<file path="src/rtl/mux_pkg.sv">
// rtl/mux_pkg.sv - shared mode encodings and width helper for the scan mux
package mux_pkg;

    localparam logic MODE_DIRECT = 1'b0;
    localparam logic MODE_SCAN   = 1'b1;

    // Index width that never collapses to zero bits, even for tiny counts.
    function automatic int clog2_safe(input int n);
        return (n < 2) ? 1 : $clog2(n);
    endfunction

endpackage

</file>
<file path="src/rtl/mod_n_counter.sv">
// rtl/mod_n_counter.sv - modulo-N up counter with synchronous clear
module mod_n_counter
    import mux_pkg::*;
#(
    parameter int N = 8
) (
    input  logic                      clk,
    input  logic                      rst_n,
    input  logic                      clr,
    input  logic                      inc,
    output logic [clog2_safe(N)-1:0]  count,
    output logic                      last
);

    localparam int W = clog2_safe(N);

    assign last = (count == W'(N - 1));

    // Advance on inc and fold back to 0 after N-1 so count never reaches N; clr wins.
    always_ff @(posedge clk or negedge rst_n) begin
        if (!rst_n) begin
            count <= '0;
        end else if (clr) begin
            count <= '0;
        end else if (inc) begin
            count <= last ? '0 : count + W'(1);
        end
    end

endmodule

</file>
<file path="src/rtl/mux_n_1_scan.sv">
// rtl/mux_n_1_scan.sv - N-to-1 channel mux with direct/scan select and registered handshake output
module mux_n_1_scan
    import mux_pkg::*;
#(
    parameter  int N_CH   = 8,
    parameter  int DATA_W = 1,
    localparam int SEL_W  = clog2_safe(N_CH)
) (
    input  logic                     clk,
    input  logic                     rst_n,
    input  logic                     en,
    input  logic                     mode,
    input  logic [SEL_W-1:0]         sel,
    input  logic [N_CH*DATA_W-1:0]   din,
    input  logic                     out_ready,
    output logic                     out_valid,
    output logic [DATA_W-1:0]        dout,
    output logic [SEL_W-1:0]         out_ch,
    output logic                     wrap
);

    logic              scan_mode;
    logic              capture;
    logic              scan_last;
    logic [SEL_W-1:0]  scan_count;
    logic [SEL_W-1:0]  ch_idx;
    logic [DATA_W-1:0] ch_data;

    assign scan_mode = (mode == MODE_SCAN);

    // A new sample is taken whenever requested and the output slot is free or being drained.
    assign capture = en && (!out_valid || out_ready);

    // Held at channel 0 whenever DIRECT mode is selected so every scan sweep starts fresh.
    mod_n_counter #(
        .N (N_CH)
    ) u_scan_cnt (
        .clk   (clk),
        .rst_n (rst_n),
        .clr   (!scan_mode),
        .inc   (capture && scan_mode),
        .count (scan_count),
        .last  (scan_last)
    );

    // Pick the channel index and its data; indices past the last channel read as zero.
    always_comb begin
        ch_idx  = scan_mode ? scan_count : sel;
        ch_data = '0;
        for (int k = 0; k < N_CH; k++) begin
            if (ch_idx == SEL_W'(k)) begin
                ch_data = din[k*DATA_W +: DATA_W];
            end
        end
    end

    // Output register: load on capture, drop valid once accepted, hold everything on stall.
    always_ff @(posedge clk or negedge rst_n) begin
        if (!rst_n) begin
            out_valid <= 1'b0;
            dout      <= '0;
            out_ch    <= '0;
            wrap      <= 1'b0;
        end else begin
            wrap <= capture && scan_mode && scan_last;
            if (capture) begin
                out_valid <= 1'b1;
                dout      <= ch_data;
                out_ch    <= ch_idx;
            end else if (out_ready) begin
                out_valid <= 1'b0;
            end
        end
    end

endmodule
</file>
<file path="config.mk">
export PLATFORM = sky130hd
export DESIGN_NAME = mux_n_1_scan
export DESIGN_NICKNAME = d
export VERILOG_FILES = /design/src/rtl/mux_pkg.sv /design/src/rtl/mod_n_counter.sv /design/src/rtl/mux_n_1_scan.sv
export SDC_FILE = /design/constraint.sdc
export NUM_CORES = 1
export LEC_CHECK = 0
export CORE_MARGIN = 1
export CORE_UTILIZATION = 30
export DETAILED_ROUTE_END_ITERATION = 7
export GPL_ROUTABILITY_DRIVEN = 0
export PLACE_DENSITY_LB_ADDON = 0.08
export REMOVE_ABC_BUFFERS = 1
export SETUP_SLACK_MARGIN = 0.2
export SLEW_MARGIN = 20
export SYNTH_ARGS = -nofsm -noshare
export SYNTH_HDL_FRONTEND = slang
export SYNTH_HIERARCHICAL = 1
export SYNTH_SLANG_ARGS = --single-unit
</file>
<file path="constraint.sdc">
create_clock -name clk -period 1.3 [get_ports clk]
set_input_delay 0.13 -clock clk [delete_from_list [all_inputs] [get_ports clk]]
set_output_delay 0.13 -clock clk [all_outputs]
set_load 0.05 [all_outputs]
</file>
* Yosys cells after proc, flatten, opt, wreduce, memory -nomap -nowiden
Index checks and enable logic that the tools add are counted.
** Storage, ports and cells
- Output and inout port bits :: 6
- Logic and storage cells :: 36
- Register bits :: 9
** Cells by class
- Multiplexer cells :: 14
- $add $sub $neg :: 1
- Reduce and logical (&&, ||, !) cells :: 7
- Eq/ne operators :: 9
** Operators with widths (count)
- equality test 3 bit, second input constant :: 5
- 2-to-1 mux 3 bit :: 4
- 2-to-1 mux 1 bit :: 10
- equality test 3 x 2 -> 1 bit, second input constant :: 2
- adder 3 x 1 -> 3 bit, second input constant :: 1
- equality test 3 x 1 -> 1 bit, second input constant :: 1
- logical AND 1 bit :: 3
- logical NOT 3 bit :: 1
- inequality test 2 x 1 -> 1 bit, second input constant :: 1
- nonzero test 2 bit :: 1
- logical NOT 1 bit :: 1
- logical OR 1 bit :: 1

* Logic depth before layout (Yosys ltp)
Gate-level depths: netlist of run 1.
- Depth after elaboration :: 10
- Depth in mapped cells :: 5
- Mapped depth without buffers :: 5

* Hierarchy
Netlist of run 1, hierarchy kept.
** Modules (own cells, without submodules)
- mux_n_1_scan :: area each 319.1 um^2, times used 1, cells each 24, sequential area each 150.1 um^2
- mod_n_counter :: area each 151.4 um^2, times used 1, cells each 12, sequential area each 75.1 um^2

* Least setup slack after synthesis of run 1
No wires, ideal clock.
- Path kind :: register -> register
- Start point :: reg out_valid
- End point :: reg u_scan_cnt.count[0]
- Buffers on the path :: 0
- Data arrival time :: 1585 ps
- Cell stages (with the launch flop) :: 6
- Setup time :: 73 ps
- Path slack :: -358 ps
- Required time :: 1227 ps
- Path through :: dfrtp_1 > nand2b_1 > nand2_1 > nor2_1 > or3b_1 > a21oi_2
** On the way
- Longest elaborated chain between the ends :: 5
** Ends and longest elaborated chain
- from (decl) :: RTL line mux_n_1_scan.sv:16 : output logic out_valid,
- from (signal assigned) :: RTL line mux_n_1_scan.sv:60 : out_valid <= 1'b0;
- from (signal assigned) :: RTL line mux_n_1_scan.sv:67 : out_valid <= 1'b1;
- from (signal assigned) :: RTL line mux_n_1_scan.sv:71 : out_valid <= 1'b0;
- logical NOT 1 bit :: RTL line mux_n_1_scan.sv:32 : assign capture = en && (!out_valid || out_ready);
- logical OR 1 bit :: RTL line mux_n_1_scan.sv:32
- logical AND 1 bit :: RTL line mux_n_1_scan.sv:32
- logical AND 1 bit :: RTL line mux_n_1_scan.sv:41 : .inc (capture && scan_mode),
- inequality test 2 x 1 -> 1 bit (no source line)
- to (signal assigned) :: RTL line mod_n_counter.sv:26 : count <= last ? '0 : count + W'(1);
- to (decl) :: RTL line mod_n_counter.sv:11 : output logic [clog2_safe(N)-1:0] count,
No other way between the ends.
A chain may end at the register's enable or synchronous reset.

* Final worst setup path of run 1
- Start point :: reg u_scan_cnt.count[1]
- End point :: reg dout
** On the way
- Longest elaborated chain between the ends :: 10
- Elaborated cells on any way between the ends :: 17
- Those cells by class :: 7 x eq/ne; 9 x mux; 1 x reduce/logical
** Ends and longest elaborated chain
- 2-to-1 mux 3 bit * :: RTL line mux_n_1_scan.sv:48 : ch_idx = scan_mode ? scan_count : sel;
- logical NOT 3 bit :: RTL line mux_n_1_scan.sv:51 : if (ch_idx == SEL_W'(k)) begin
- 2-to-1 mux 1 bit (7 in a row) :: RTL line mux_n_1_scan.sv:51
- 2-to-1 mux 1 bit * :: RTL line mux_n_1_scan.sv:51
- to (signal assigned) :: RTL line mux_n_1_scan.sv:68 : dout <= ch_data;
- to (decl) :: RTL line mux_n_1_scan.sv:17 : output logic [DATA_W-1:0] dout,
Every way passes the cells marked *; elsewhere a longest branch is shown, timed or not.

==> results of run 1 <==
==> critical path: cells and delay by family (launching register included) <==
family | cells | cell delay, ns
AO/OA/AOI/OAI | 1 | 0.07
multiplexers | 3 | 0.86
flip-flops | 1 | 0.40
==> routing by layer <==
metal / GRT usage / routed length [um]
met3: 0.0739 / 91
met5: 0 / 0
met1: 0.165 / 412
met2: 0.272 / 633
met4: 0.116 / 54
==> sequential cells by signal, indices dropped and copies added, names as in the netlist <==
signal,cells
out_ch,3
wrap,1
dout,1
u_scan_cnt/count,3
out_valid,1
==> stage by stage <==
stage,cells,hold WS (ns),worst slack (ns),TNS (ns),cell area (um^2)
finish,86,0.163,-0.139,-0.178,896
global placement,78,0.449,-0.417,-1.12,805
floorplan,36,-0.166,-0.358,-0.936,470
CTS,85,0.168,-0.154,-0.193,876
global route,86,0.188,-0.199,-0.278,896
detailed placement,78,0.456,-0.454,-1.22,805
==> final cells by class <==
class | instances | area, um^2
Clock buffer | 4 | 26.3
Fill cell | 99 | 487
Inverter | 1 | 3.75
Multi-Input combinational cell | 26 | 255
Sequential cell | 9 | 225
Tap cell | 15 | 18.8
Timing Repair Buffer | 31 | 367
==> worst paths after layout <==
path | from | endpoint | slack [ns] | depth (start not counted)
worst min register to register | out_ch[0]$_DFFE_PN0P_ | out_ch[0]$_DFFE_PN0P_ | 0.54 | 2
max in group asynchronous | rst_n | out_ch[1]$_DFFE_PN0P_ | 0.85 | 1
worst min-delay path | rst_n | out_valid$_DFFE_PN0P_ | 0.16 | 1
min in group clk | en | out_valid$_DFFE_PN0P_ | 0.48 | 2
worst max-delay path | u_scan_cnt/count[1]$_DFFE_PN0P_ | dout$_DFFE_PN0P_ | -0.14 | 4
worst max register to register | u_scan_cnt/count[1]$_DFFE_PN0P_ | dout$_DFFE_PN0P_ | -0.14 | 4
==> cells in the final DEF, fill, tap and decap left out, types with 2 or more instances in the layout <==
cell	count
mux2i_1	4
ha_1	2
mux2_4	4
buf_4	4
nand2b_1	3
mux4_2	2
clkbuf_4	3
clkdlybuf4s50_1	14
buf_6	6
dfrtp_1	9
buf_12	6
nand2_1	2
nor2_1	2
==> power by group through the flow <==
stage	logic (mW)	registers, mW	clock network, mW
after floorplan	0.0565	0.391	0
after global placement	0.286	0.329	0
after detailed placement	0.293	0.331	0
after CTS	0.319	0.326	0.229
after global routing	0.341	0.330	0.248
final	0.325	0.326	0.215
==> cells by family after synthesis <==
logic type,Yosys count
compound gates,3
simple gates,11
fa+ha+maj,2
mux,10
buf+inv,1
flops,9
==> repair_timing <==
action | in CTS | in global routing
setup buffers | 3 | 1
pin swaps | 2 | 2
endpoints found under the setup margin | 6 | 7
gates resized for setup | 12 | 3
==> results.md, run 1 <==
- Outcome: finished with violations
- Failing checks: negative setup slack
- Leakage Power: roughly 0.42 nW
- Buffers on Ports: 21
- Diode count: 0
- Starting density of the core: 0.340
- DRT Wirelength: around 1200 um
- Worst Path Required: about 1.5 ns
- Post-synth top area cell: dfrtp_1
- Yosys warnings: 6
- Max IR drop VDD: between 0.5 and 0.6 mV
- Synthesized cell area: 470 um^2
- Cell count after synthesis: 36
- Routed vias: approximately 430
- H-tree levels: 1
- Routed vias/inst: approximately 5.0
- Slowest cell on crit path: mux4_2
- CTS sink count: 9
- Share of layout cells above drive strength 1: 0.394
- Drt first pass iters: 4
- Synth top area cells: dfrtp_1 48%, mux4_1 11%, mux2i_1 8.5%, mux2_2 7.2%, ha_1 5.3%
- Maxcap violations: 0
- Most common cell in the netlist: dfrtp_1
- Top Ports: 22
- Initial antenna violation count: 0
- Area Overhead vs Synth: 90.4%
- Mux contribution to synthesized area: 0.301
- Largest fanout on the critical path: 3
- Internal: 609 uW
- Commonest cells post-synth: 9 x dfrtp_1, 4 x mux2i_1
- Top_reg_cell synth: dfrtp_1
- Crit path DAT: 1.59 ns
- Final Max Tran Viols: 0
- Largest family of logic cells by synthesized area: multiplexers
- Final Hold Viols: 0
- GRT Residual Overflow: 0
- Net switching power: 257 uW
- DR iter-0 viols: 7
- Setup Skew: 0.000121 ns
- DRC: 0
- Seq/Total Area, Yosys: 0.479
- Adder-cell share of the synthesized area: 0.0532
- Final Setup Violations: 2
- Die area: 1730 um^2
- Simple-gate share of the synthesized area: 0.120
- Period utilization: 1.11
- Clock tree buffer depth: 2
- Total power: about 870 uW
- Routed len/inst: 13.8 um
- Relative slew slack: 0.726
- Yosys reg bits: 9
- Critical path type: reg -> reg
- Final worst slack: -0.139 ns
- Core ar.: ~1400 um^2
- Total track usage: 0.166
- Area share of the largest cell type after synthesis: 0.479
- Worst-Margin Slew: a little over 0.4 ns
- Detailed Place HPWL: 884 um
- Global-route wire length before repair: 2050 um
- Hold-fix buffers, CTS: 0
- Number of global-route vias before repair: ~450
- Ys async rst share: 1.00
- CP max stage delay: ~0.42 ns
- Number of flops mapped to enable cells by yosys: 0
- Root buffer cell: clkbuf_4
- Combinational Power Share: 0.375
- Post-layout nets: 90
- Min Tclk post-route: 1.44 ns
- Post-Synth XOR/XNOR Area: 0
- Fmax: 0.695 GHz
- CP Cell Sequence: mux2_4, mux4_2, mux2i_1, o21ai_1
- PD cells: 967 nW/um^2
- Reg clk slew, reported paths: 0.06 ns
- Post-synthesis compound-gate area fraction: 0.0399
- Sequential Power Share: 0.377
- Post-layout util: 0.648
- Number of routed nets with antenna violations: 0
- Clk_lat worst skew: 0.26 ns
- Critical Path End Type: flop
- Distinct cells, synth: 15
- RSZ-0062 raised after global routing: true
- Sw frac: 0.297
- Num rows: 13
- Inserted Clock Buffers: 3
- Die height: 41.6 um
- CTS tree: done
- Largest net degree at the start of global routing: 10
- Hold Path Class: in -> async
- Clock share of power: 0.248
- Synth Area per Inst: between 10 and 15 um^2
- Die X: 41.6 um
- Crit start category: flop
Note: power is estimated with default switching activity, not from simulation.
==> run 2: changes to the inputs <==
Settings changed: CAP_MARGIN set to 30.
==> results of run 2 <==
The final DEF is identical to that of run 1; final timing and power are the same.
==> run 3: changes to the inputs <==
Settings changed: PLACE_DENSITY set to 0.67, PLACE_DENSITY_LB_ADDON 0.08 to unset, TNS_END_PERCENT set to 50.
==> run 3 against run 2 <==
Net effect:
- the flow still finishes with violations (negative setup slack)
- wire length is 16% lower
- flip-flop and latch count unchanged
- critical path type unchanged
- clock skew increased by 0.0044 ns
- setup slack gained 0.016 ns
- hold slack worse by 0.00079 ns
- count of clock-buffer cells in the layout stayed put
- sequential power hardly changed
- via count fell by 8.2%
- critical path depth is the same
- combinational power down 7.4%
- critical endpoint unchanged
- final cell count fell by 3.5%
==> results.md, run 3 (synthesis gave the netlist of run 1 again) <==
- Outcome: finished with violations
- Failing checks: negative setup slack
- PD cells: 993 nW/um^2
- Maxcap violations: 0
- Crit start category: flop
- Area Overhead vs Synth: 81.4%
- Period utilization: 1.10
- Total track usage: 0.142
- DRT Wirelength: 1000 um
- Root buffer cell: clkbuf_4
- Die X: 41.6 um
- Top Usage Layer GRT: met2
- Reg2reg path depth: 4
- Num rows: 13
- Routed vias: 393
- Leakage Power: 0.389 nW
- Pre-CTS setup slack: -0.456 ns
- Fin cells: just over 80
- Share of layout cells above drive strength 1: 0.382
- Drt first pass iters: 2
- Clk_lat worst skew: 0.26 ns
- RSZ-0062 raised after global routing: true
- Number of global-route vias before repair: 420
- Met3 GRT Util: 0.0522
- Final Hold Viols: 0
- Starting density of the core: 0.340
- Detailed Place HPWL: between 700 and 800 um
- Number of placed cells counting well taps: 78
- CP Cell Sequence: mux2_4, mux4_2, mux2i_1, o21ai_1
- Most common cell after layout, fill and taps aside: clkdlybuf4s50_1
- Hold Path Class: in -> async
- CTS sink count: 9
- Core ar.: 1380 um^2
- Die height: 41.6 um
- Number of routed nets with antenna violations: 0
- Worst Path Required: approximately 1.5 ns
- Top Ports: 22
- Largest fanout on the critical path: 3
- Routed vias/inst: 4.73
- Crit path DAT: 1.57 ns
- Met1 Use GR: 0.181
- R2r startpoint: u_scan_cnt/count[1]$_DFFE_PN0P_
- Reg clk slew, reported paths: ~0.070 ns
- H-tree levels: 1
- Largest net degree at the start of global routing: 10
- Max IR drop VDD: 0.692 mV
- Global-route wire length before repair: around 1800 um
- Worst r2r dst: dout$_DFFE_PN0P_
- Fmax: 0.702 GHz
- Inserted Clock Buffers: 3
- Diode count: 0
- Critical path type: reg -> reg
- DR iter-0 viols: 2
- Slowest cell on crit path: mux4_2
- Buffers on Ports: 21
- M2 GR Usage: 0.225
- R2r setup slk: -0.12 ns
- Leading cell types in the layout, fill and taps excluded: 14 x clkdlybuf4s50_1, 9 x dfrtp_1, 6 x buf_12
- CP max stage delay: 0.41 ns
- Setup Skew: ~0.0045 ns
- Relative slew slack: 0.726
- Die area: 1730 um^2
- Fin Setup TNS: -0.131 ns
- Clock tree buffer depth: 2
- Post-layout nets: 87
- Worst-Margin Slew: 0.410 ns
- Initial antenna violation count: 0
- DRC: 0
- Hold-fix buffers, CTS: 0
- Critical Path End Type: flop
- Min Tclk post-route: 1.42 ns
- Delay-heaviest family, CP: multiplexers
- Top Registers: out_ch: 3 flops, u_scan_cnt/count: 3 flops
- Crit path buffers/inverters: 0
- Routed len/inst: 12.1 um
- Final worst slack: -0.124 ns
- CTS tree: done
- Final Max Tran Viols: 0
- Final Setup Violations: 2
- GRT Residual Overflow: 0
[run 3: cell count changes in the layout (fill, tap and decap cells not counted)]
cell and change:
buf_6 -3, mux2_2 +3, mux2_4 -3, ha_1 -1
ha_2 +1
[run 3: area by class of cell]
class / instances / area [um^2]
clock buffers: 4 / 26.3
fillers: 110 / 529
inverters: 1 / 3.75
multi-input cells: 26 / 246
flip-flops and latches: 9 / 225
well taps: 15 / 18.8
repair buffers: 28 / 333
[run 3: power by group]
group          switching, mW  total (mW)  internal [mW]  leakage, nW
Clock                  0.102       0.220          0.118       0.0150
Combinational          0.130       0.301          0.171        0.257
Sequential            0.0237       0.326          0.303        0.117
[run 3: layer usage]
metal,share of wire,wire length [um]
met1,0.45,454
met2,0.47,472
met3,0.065,65
met4,0.012,12
met5,0,0
[run 3: how the worst max path moves through the flow]
stage / from / end / slack, ns / cells after the start
after floorplan: out_valid$_DFFE_PN0P_ / u_scan_cnt/count[0]$_DFFE_PN0P_ / -0.36 / 5
after global routing: u_scan_cnt/count[1]$_DFFE_PN0P_ / dout$_DFFE_PN0P_ / -0.22 / 4
after detailed placement: mode / dout$_DFFE_PN0P_ / -0.46 / 5
after global placement: mode / dout$_DFFE_PN0P_ / -0.43 / 5
after CTS: u_scan_cnt/count[1]$_DFFE_PN0P_ / dout$_DFFE_PN0P_ / -0.13 / 4
final: u_scan_cnt/count[1]$_DFFE_PN0P_ / dout$_DFFE_PN0P_ / -0.12 / 4
[run 3: repair_timing]
action,CTS,global route
pin swaps,4,4
setup endpoints to repair,6,6
setup buffers,0,1
gates resized for setup,8,2
[run 3: metrics by stage]
step | area, um^2 | power, mW | utilization | hold slack [ns]
after floorplan | 470 | 0.447 | - | -0.166
after global placement | 805 | 0.619 | 0.582 | 0.459
after detailed placement | 805 | 0.621 | 0.582 | 0.469
after CTS | 840 | 0.852 | 0.607 | 0.186
after global routing | 853 | 0.897 | 0.617 | 0.187
final | 853 | 0.847 | 0.617 | 0.163
